<file path="src/rtl/mapped_out_misr_if.sv">
`default_nettype none
// ============================================================================
//  Module      : mapped_out_misr_if
//  Description : Vector stream between the mapped netlist harness and the
//                MISR capture stage. The master drives the netlist outputs
//                together with the golden vector; the slave returns ready.
//  Revision    : 1.0  initial release
// ============================================================================
interface mapped_out_misr_if #(
    parameter int OUT_W = 8
);
    logic             vec_valid;
    logic             vec_ready;
    logic [OUT_W-1:0] vec_data;
    logic [OUT_W-1:0] exp_data;
    logic             vec_last;

    modport master (
        output vec_valid,
        output vec_data,
        output exp_data,
        output vec_last,
        input  vec_ready
    );

    modport slave (
        input  vec_valid,
        input  vec_data,
        input  exp_data,
        input  vec_last,
        output vec_ready
    );
endinterface
`default_nettype wire

</file>
<file path="src/rtl/mapped_out_misr.sv">
`default_nettype none
// ============================================================================
//  Module      : mapped_out_misr
//  Description : Capture stage for the mapped benchmark netlist. Each accepted
//                vector is folded into a MISR signature, counted, and compared
//                against the golden vector (saturating mismatch counter).
//                Optional first-failure log enabled by MISR_FAILLOG_EN.
//  Revision    : 1.0  initial release
// ============================================================================
module mapped_out_misr #(
    parameter int               OUT_W = 8,
    parameter int               SIG_W = 16,
    parameter logic [SIG_W-1:0] POLY  = 16'h1021,
    parameter int               CNT_W = 16
) (
    input  wire logic             clk,
    input  wire logic             rst_n,
    input  wire logic             start,
    mapped_out_misr_if.slave      vif,
    output logic                  busy,
    output logic                  done,
    output logic [SIG_W-1:0]      sig_out,
    output logic [CNT_W-1:0]      vec_cnt,
    output logic [CNT_W-1:0]      mis_cnt,
    output logic [CNT_W-1:0]      fail_idx,
    output logic [OUT_W-1:0]      fail_diff
);

    typedef enum logic [1:0] {
        S_IDLE = 2'd0,
        S_RUN  = 2'd1,
        S_DONE = 2'd2
    } state_t;

    state_t           r_state;
    logic             r_busy;
    logic             r_done;
    logic             r_vec_ready;
    logic [SIG_W-1:0] r_sig;
    logic [CNT_W-1:0] r_vec_cnt;
    logic [CNT_W-1:0] r_mis_cnt;

    logic             w_accept;
    logic             w_mismatch;
    logic             w_start_run;
    logic [SIG_W-1:0] w_sig_next;

    // Ready is a registered copy of "state is RUN", so accept never depends
    // combinationally on anything but vec_valid and a flop.
    assign w_accept    = vif.vec_valid & r_vec_ready;
    assign w_mismatch  = (vif.vec_data != vif.exp_data);
    // start only matters outside RUN; inside RUN it is ignored.
    assign w_start_run = start & (r_state != S_RUN);
    assign w_sig_next  = {r_sig[SIG_W-2:0], 1'b0}
                       ^ (r_sig[SIG_W-1] ? POLY : {SIG_W{1'b0}})
                       ^ SIG_W'(vif.vec_data);

    // Run-control FSM together with the signature and counters it gates.
    always_ff @(posedge clk or negedge rst_n) begin
        if (!rst_n) begin
            r_state     <= S_IDLE;
            r_busy      <= 1'b0;
            r_done      <= 1'b0;
            r_vec_ready <= 1'b0;
            r_sig       <= '0;
            r_vec_cnt   <= '0;
            r_mis_cnt   <= '0;
        end else begin
            case (r_state)
                S_IDLE, S_DONE: begin
                    if (w_start_run) begin
                        r_state     <= S_RUN;
                        r_busy      <= 1'b1;
                        r_done      <= 1'b0;
                        r_vec_ready <= 1'b1;
                        r_sig       <= '0;
                        r_vec_cnt   <= '0;
                        r_mis_cnt   <= '0;
                    end
                end
                S_RUN: begin
                    if (w_accept) begin
                        r_sig <= w_sig_next;
                        if (!(&r_vec_cnt)) begin
                            r_vec_cnt <= r_vec_cnt + CNT_W'(1);
                        end
                        if (w_mismatch && !(&r_mis_cnt)) begin
                            r_mis_cnt <= r_mis_cnt + CNT_W'(1);
                        end
                        if (vif.vec_last) begin
                            r_state     <= S_DONE;
                            r_busy      <= 1'b0;
                            r_done      <= 1'b1;
                            r_vec_ready <= 1'b0;
                        end
                    end
                end
                default: begin
                    r_state     <= S_IDLE;
                    r_busy      <= 1'b0;
                    r_done      <= 1'b0;
                    r_vec_ready <= 1'b0;
                end
            endcase
        end
    end

`ifdef MISR_FAILLOG_EN
    logic [CNT_W-1:0] r_fail_idx;
    logic [OUT_W-1:0] r_fail_diff;

    // Record only the first mismatch of a run; later ones leave it alone.
    always_ff @(posedge clk or negedge rst_n) begin
        if (!rst_n) begin
            r_fail_idx  <= '0;
            r_fail_diff <= '0;
        end else if (w_start_run) begin
            r_fail_idx  <= '0;
            r_fail_diff <= '0;
        end else if (w_accept && w_mismatch && (r_mis_cnt == '0)) begin
            r_fail_idx  <= r_vec_cnt;
            r_fail_diff <= vif.vec_data ^ vif.exp_data;
        end
    end

    assign fail_idx  = r_fail_idx;
    assign fail_diff = r_fail_diff;
`else
    assign fail_idx  = '0;
    assign fail_diff = '0;
`endif

    assign vif.vec_ready = r_vec_ready;
    assign busy          = r_busy;
    assign done          = r_done;
    assign sig_out       = r_sig;
    assign vec_cnt       = r_vec_cnt;
    assign mis_cnt       = r_mis_cnt;

endmodule
`default_nettype wire

</file>
<file path="src/flat_wrapper.sv">
// flat-port wrapper written by rule: the top's interface ports become plain ports
module mapped_out_misr_flat 
#(
    parameter int               OUT_W = 8,
    parameter int               SIG_W = 16,
    parameter logic [SIG_W-1:0] POLY  = 16'h1021,
    parameter int               CNT_W = 16
)
  (clk, rst_n, start, busy, done, sig_out, vec_cnt, mis_cnt, fail_idx, fail_diff, vif_vec_valid, vif_vec_data, vif_exp_data, vif_vec_last, vif_vec_ready);
  mapped_out_misr_if #(.OUT_W(OUT_W)) vif_i ();
  input  wire logic clk;
  input  wire logic rst_n;
  input  wire logic start;
  output logic busy;
  output logic done;
  output logic [SIG_W-1:0] sig_out;
  output logic [CNT_W-1:0] vec_cnt;
  output logic [CNT_W-1:0] mis_cnt;
  output logic [CNT_W-1:0] fail_idx;
  output logic [OUT_W-1:0] fail_diff;
  input wire logic [$bits(vif_i.vec_valid)-1:0] vif_vec_valid;
  input wire logic [$bits(vif_i.vec_data)-1:0] vif_vec_data;
  input wire logic [$bits(vif_i.exp_data)-1:0] vif_exp_data;
  input wire logic [$bits(vif_i.vec_last)-1:0] vif_vec_last;
  output wire logic [$bits(vif_i.vec_ready)-1:0] vif_vec_ready;
  assign vif_i.vec_valid = vif_vec_valid;
  assign vif_i.vec_data = vif_vec_data;
  assign vif_i.exp_data = vif_exp_data;
  assign vif_i.vec_last = vif_vec_last;
  assign vif_vec_ready = vif_i.vec_ready;
  mapped_out_misr #(.OUT_W(OUT_W), .SIG_W(SIG_W), .POLY(POLY), .CNT_W(CNT_W)) u_core (.clk(clk), .rst_n(rst_n), .start(start), .vif(vif_i), .busy(busy), .done(done), .sig_out(sig_out), .vec_cnt(vec_cnt), .mis_cnt(mis_cnt), .fail_idx(fail_idx), .fail_diff(fail_diff));
endmodule
</file>
<file path="config.mk">
export PLATFORM = sky130hd
export DESIGN_NAME = mapped_out_misr_flat
export DESIGN_NICKNAME = d
export VERILOG_FILES = /design/src/rtl/mapped_out_misr_if.sv /design/src/rtl/mapped_out_misr.sv /design/src/flat_wrapper.sv
export SDC_FILE = /design/constraint.sdc
export NUM_CORES = 1
export LEC_CHECK = 0
export BUFFER_PORTS_ARGS = -buffer_cell sky130_fd_sc_hd__clkbuf_2
export CORE_ASPECT_RATIO = 0.75
export CORE_UTILIZATION = 38
export CTS_CLUSTER_SIZE = 12
export DETAILED_ROUTE_END_ITERATION = 6
export PLACE_DENSITY = 0.72
export RECOVER_POWER = 100
export SLEW_MARGIN = 10
export SYNTH_ARGS = -nofsm -noshare
export SYNTH_HDL_FRONTEND = slang
export SYNTH_SLANG_ARGS = --single-unit
</file>
<file path="constraint.sdc">
create_clock -name clk -period 2.48 [get_ports clk]
set_input_delay 0.62 -clock clk [delete_from_list [all_inputs] [get_ports clk]]
set_output_delay 0.62 -clock clk [all_outputs]
set_load 0.1 [all_outputs]
</file>
; ---- Word-level counts from Yosys, hierarchy flattened
; Cells that the tools add are included.
[word_totals]
input_bits = 21
out_inout_bits = 75
word_cells = 54
ff_bits = 52
[classes]
muxes = 22
add_sub_neg = 2
n_reduce_logical = 11
n_eq_ne = 9
n_bitwise = 4
[op_table]
columns = operator, count
row1 = 16-bit two-way mux, 6
row2 = 16-bit case mux with 2 select lines, 3
row3 = 16-bit by 1-bit adder with 16-bit output (second input constant), 2
row4 = 16-bit AND reduction, 2
row5 = 16-bit XOR, 1
row6 = 16-bit by 8-bit XOR with 16-bit output, 1
row7 = 13-bit two-way mux, 1
row8 = 2-bit by 1-bit inequality test with 1-bit output (second input constant), 4
row9 = 8-bit inequality test, 1
row10 = 4-bit AND reduction, 2
row11 = 1-bit two-way mux, 6
row12 = 2-bit two-way mux, 3
row13 = 3-bit AND reduction, 2
row14 = 2-bit inequality test (second input constant), 2
row15 = 1-bit case mux with 2 select lines, 2
row16 = 2-bit case mux with 2 select lines, 1
row17 = 1-bit bitwise AND, 2
row18 = 2-bit by 1-bit == test with 1-bit output (second input constant), 1
row19 = 2-bit == test (second input constant), 1
row20 = 2-bit zero test, 1
row21 = 2-bit nonzero test, 1
row22 = 2-bit OR reduction, 1
row23 = 1-bit logical AND, 1
row24 = 1-bit zero test, 1

; ---- Longest topological paths before layout
[depth]
ltp_word = 6
depth_mapped = 8
ltp_nobuf = 6

; ---- Worst setup path after synthesis
; Ideal clock, no wire load.
[synth_timing]
kind = reg2reg
start = register u_core.r_mis_cnt[1], in the netlist u_core.mis_cnt[1]
end = register u_core.r_mis_cnt[0], in the netlist u_core.mis_cnt[0]
path_slack_ns = -0.133
path_buffers = 1
arrival_ns = 2.487
stages_incl_launch_ff = 8
period_less_slack_ns = 2.613
cell_sequence = dfrtp_1 ha_1 nand3_1 nor4_4 nand2b_1 buf_4 nor2_1 mux2_2
[synth_between]
elab_chain_len = 5
[synth_rtl]
columns = element, line_no
row1 = "start, declared", mapped_out_misr.sv:41  ; logic [CNT_W-1:0] r_mis_cnt;
row2 = "start signal, assigned", mapped_out_misr.sv:88  ; r_mis_cnt <= r_mis_cnt + CNT_W'(1);
row3 = 16-bit AND reduction, mapped_out_misr.sv:87  ; if (w_mismatch && !(&r_mis_cnt)) begin
row4 = 1-bit zero test, mapped_out_misr.sv:87
row5 = 1-bit logical AND, mapped_out_misr.sv:87
row6 = 2-bit by 1-bit inequality test with 1-bit output (no line), -
row7 = 4-bit AND reduction (no line), -
; No other way between the ends.
; A chain may end at the register's enable or synchronous reset.

; ---- Worst setup path in the final report
[layout_timing]
start = register u_core.r_vec_cnt[9], in the netlist u_core.vec_cnt[9]
end = output vec_cnt[9]
[layout_rtl]
columns = element, line_no
row1 = "start, declared", mapped_out_misr.sv:40  ; logic [CNT_W-1:0] r_vec_cnt;
row2 = "start signal, assigned", mapped_out_misr.sv:85  ; r_vec_cnt <= r_vec_cnt + CNT_W'(1);
row3 = "end, declared", flat_wrapper.sv:17  ; output logic [CNT_W-1:0] vec_cnt;
; No word-level cell between the ends.

==> metrics.md <==
| Metric | Value |
|---|---|
| Diodes inserted | `0` |
| Final Max Slew Viols | `0` |
| Nets | `403` |
| Achievable Freq | `0.448 GHz` |
| Resize count post-CTS | `0` |
| Worst-case reg-to-reg path depth | `6` |
| Core ar. | `7360 um2` |
| CTS H-tree lvls | `2` |
| Worst VDD drop | `0.551 mV` |
| Antenna viol nets, final | `0` |
| Top cells by count, synth | `dfrtp_1 (50), nand2_1 (35), nand3_1 (32), buf_4 (27), o21ai_0 (26)` |
| Reg-to-reg startpoint | `u_core.mis_cnt[0]` |
| Post-Synthesis Cells | `312` |
| Ys async rst share | `1.00` |
| CTS sink cnt | `50` |
| RePlAce Congestion | `0.857` |
| Vias | `2504` |
| Initial Util | `0.392` |
| Slowest stage delay, CP | `0.88 ns` |
| Per-cell routed wire length | `13.9 um` |
| P&R area growth vs syn | `15.1%` |
| Hold path depth | `2` |
| I/O Buffers | `71` |
| TritonRoute pass-1 iters | `4` |
| DRT iter0 DRCs | `85` |
| Crit-path cells | `clkbuf_1` |
| Num CTS Buffers | `5` |
| Hold-fix buffers, CTS | `0` |
| Crit Path Class | `reg2out` |
| Rel. slew slack | `0.160` |
| Vert. Die Dim | `77.5 um` |
| Worst hold path type | `reg2reg` |
| DR DRC count | `0` |
| Clock root buffer | `clkbuf_8` |
| Worst path top cell family by delay | `buffers and inverters` |
| WL final | `6.68 mm` |
| Pre-CTS setup slack | `0.372 ns` |
| Critical path startpoint category | `flop` |
| Sequential share of the synthesized area | `0.433` |
| Tot GR Track Use | `0.172` |
| HPWL after DPL | `4.88 mm` |
| Critical Path Fanout Max | `6` |
| Clock transition at the registers of the reported paths | `0.09 ns` |
| Final setup fails | `0` |
| Worst path required time | `1.86 ns` |
| CTS max path bufs | `2` |
| Top post-synthesis cells by area | `dfrtp_1 (43%), buf_4 (7.0%), xnor2_1 (5.8%), nand3_1 (5.5%), nand2_1 (4.5%)` |
| Unique cell type count in the Yosys netlist | `45` |
| Average size of a mapped cell | `9.26 um2` |
| Leakage | `1.52 nW` |
| Max Cap Viol | `0` |
| Drt via density | `5.20` |
| Largest net degree at the start of global routing | `51` |
| Worst Hold Endpoint | `u_core.sig_out[14]` |
| Crit path from | `u_core.vec_cnt[9]` |
| R2r endpoint | `u_core.mis_cnt[0]` |
| Power per cell area | `1100 nW/um2` |
| RSZ-0062 raised after global routing | `no` |
| Pwr Total | `3.64 mW` |
| First-pass GRT wire length | `10.9 mm` |
| Seq cells post-synth | `50` |
| Mapped Area | `2890 um2` |
| Number of global-route vias before repair | `2232` |
| Tcrit/Tclk final | `0.900` |
| # rows | `27` |
| CP max-delay cell | `clkbuf_1` |
| Top FF cell, synth | `dfrtp_1` |
| Clk_lat worst skew | `0.30 ns` |
| CTS tree | `yes` |
| CP Data Arrival Time | `1.61 ns` |
| Synthesis Warnings | `0` |
| Most numerous cell in the Yosys netlist | `dfrtp_1` |
| Yosys top cell by area | `dfrtp_1` |
| Die Wd | `103 um` |
| Final hold violations | `0` |
| CP endpoint kind | `output pin` |
| Worst-Margin Slew | `1.26 ns` |
| Number of enable flip-flop cells after synthesis | `0` |
| Fraction of layout cells with a size suffix above 1 | `0.184` |
| Die area | `7960 um2` |
| Hold_sp | `u_core.sig_out[13]` |
| Yosys top cell area share | `0.433` |
| Min Clock Period, post-route | `2.23 ns` |
| Initial antenna violation count | `0` |
| Status | `complete, no violations` |
| Final WS setup | `0.247 ns` |
| R2R setup slack | `0.34 ns` |
| Setup Fix Bufs, Post-CTS | `0` |
| WP buf/inv | `1` |
| Gr ovfl total | `0` |
| Worst Clk Skew | `0.00613 ns` |
| I/O Pins | `96` |
-- cell type report --
| cell class | instances | area, um2 |
|---|---|---|
| clock buffers | 7 | 76.3 |
| clock inverters | 1 | 30.0 |
| fillers | 767 | 4040 |
| multi-input cells | 244 | 1460 |
| flip-flops and latches | 50 | 1260 |
| well taps | 101 | 126 |
| repair buffers | 79 | 372 |
-- worst register-to-register path, cell delays in order, from the launching register on --
cell      delay, ns
dfrtp_2        0.41
ha_1           0.18
nand3_1        0.14
nor4_4         0.44
nand2b_1       0.47
nor2_1         0.11
mux2_2         0.28
-- logic make-up after synthesis --
| kind of cell | share of synthesized area |
|---|---|
| adders and majority gates | 0.00866 |
| buffers and inverters | 0.0892 |
| muxes | 0.0316 |
| AOI/OAI and AO/OA | 0.136 |
| other | 0.00130 |
| xor gates and xnor gates | 0.0636 |
| DFF | 0.433 |
| and+or+nand+nor | 0.236 |
-- sequential cells by signal, summed over array words and instances (netlist names) --
register	flops
u_core.vec_cnt	16
u_core.mis_cnt	16
u_core.done	1
u_core.r_state	1
u_core.sig_out	16
-- through the flow --
stage	hold WS (ns)	TNS [ns]	instance area [um2]	cells	util
floorplan	0.324	-0.0154	2980	335	-
global placement	0.476	0	3280	474	0.445
detailed placement	0.484	0	3280	474	0.445
CTS	0.320	0	3390	482	0.460
global route	0.532	0	3330	482	0.452
finish	0.500	0	3330	482	0.452
-- report_power, final --
group | leakage [nW] | internal, mW | switching, mW
registers | 0.677 | 0.952 | 0.155
clock network | 0.0524 | 0.302 | 0.262
logic | 0.786 | 0.299 | 1.67
-- cells in the final DEF, fill, tap and decap left out, drive strengths merged, types with 4 or more instances in the layout --
cell and n:
and3 8, buf 4, clkbuf 82, conb 24, dfrtp 50, mux2i 8
nand2 35, nand2b 4, nand3 32, nand4 9, nor2 14, nor3 8
nor4 6, o21ai 26, o22a 5, o31ai 6, xnor2 19
-- worst max-delay path by stage --
stage / depth (start not counted) / endpoint / slack, ns
floorplan: 6 / u_core.mis_cnt[0] / -0.02
global placement: 5 / u_core.mis_cnt[0] / 0.40
detailed placement: 6 / u_core.mis_cnt[0] / 0.37
CTS: 6 / u_core.mis_cnt[0] / 0.36
global route: 6 / u_core.mis_cnt[0] / 0.18
finish: 1 / vec_cnt[9] / 0.25
-- layer usage --
layer	track usage	routed length, um
met5	0	0
met4	0.0286	19
met3	0.0450	501
met2	0.251	2900
met1	0.255	3250
No activity file was read; power rests on OpenSTA's default activity.
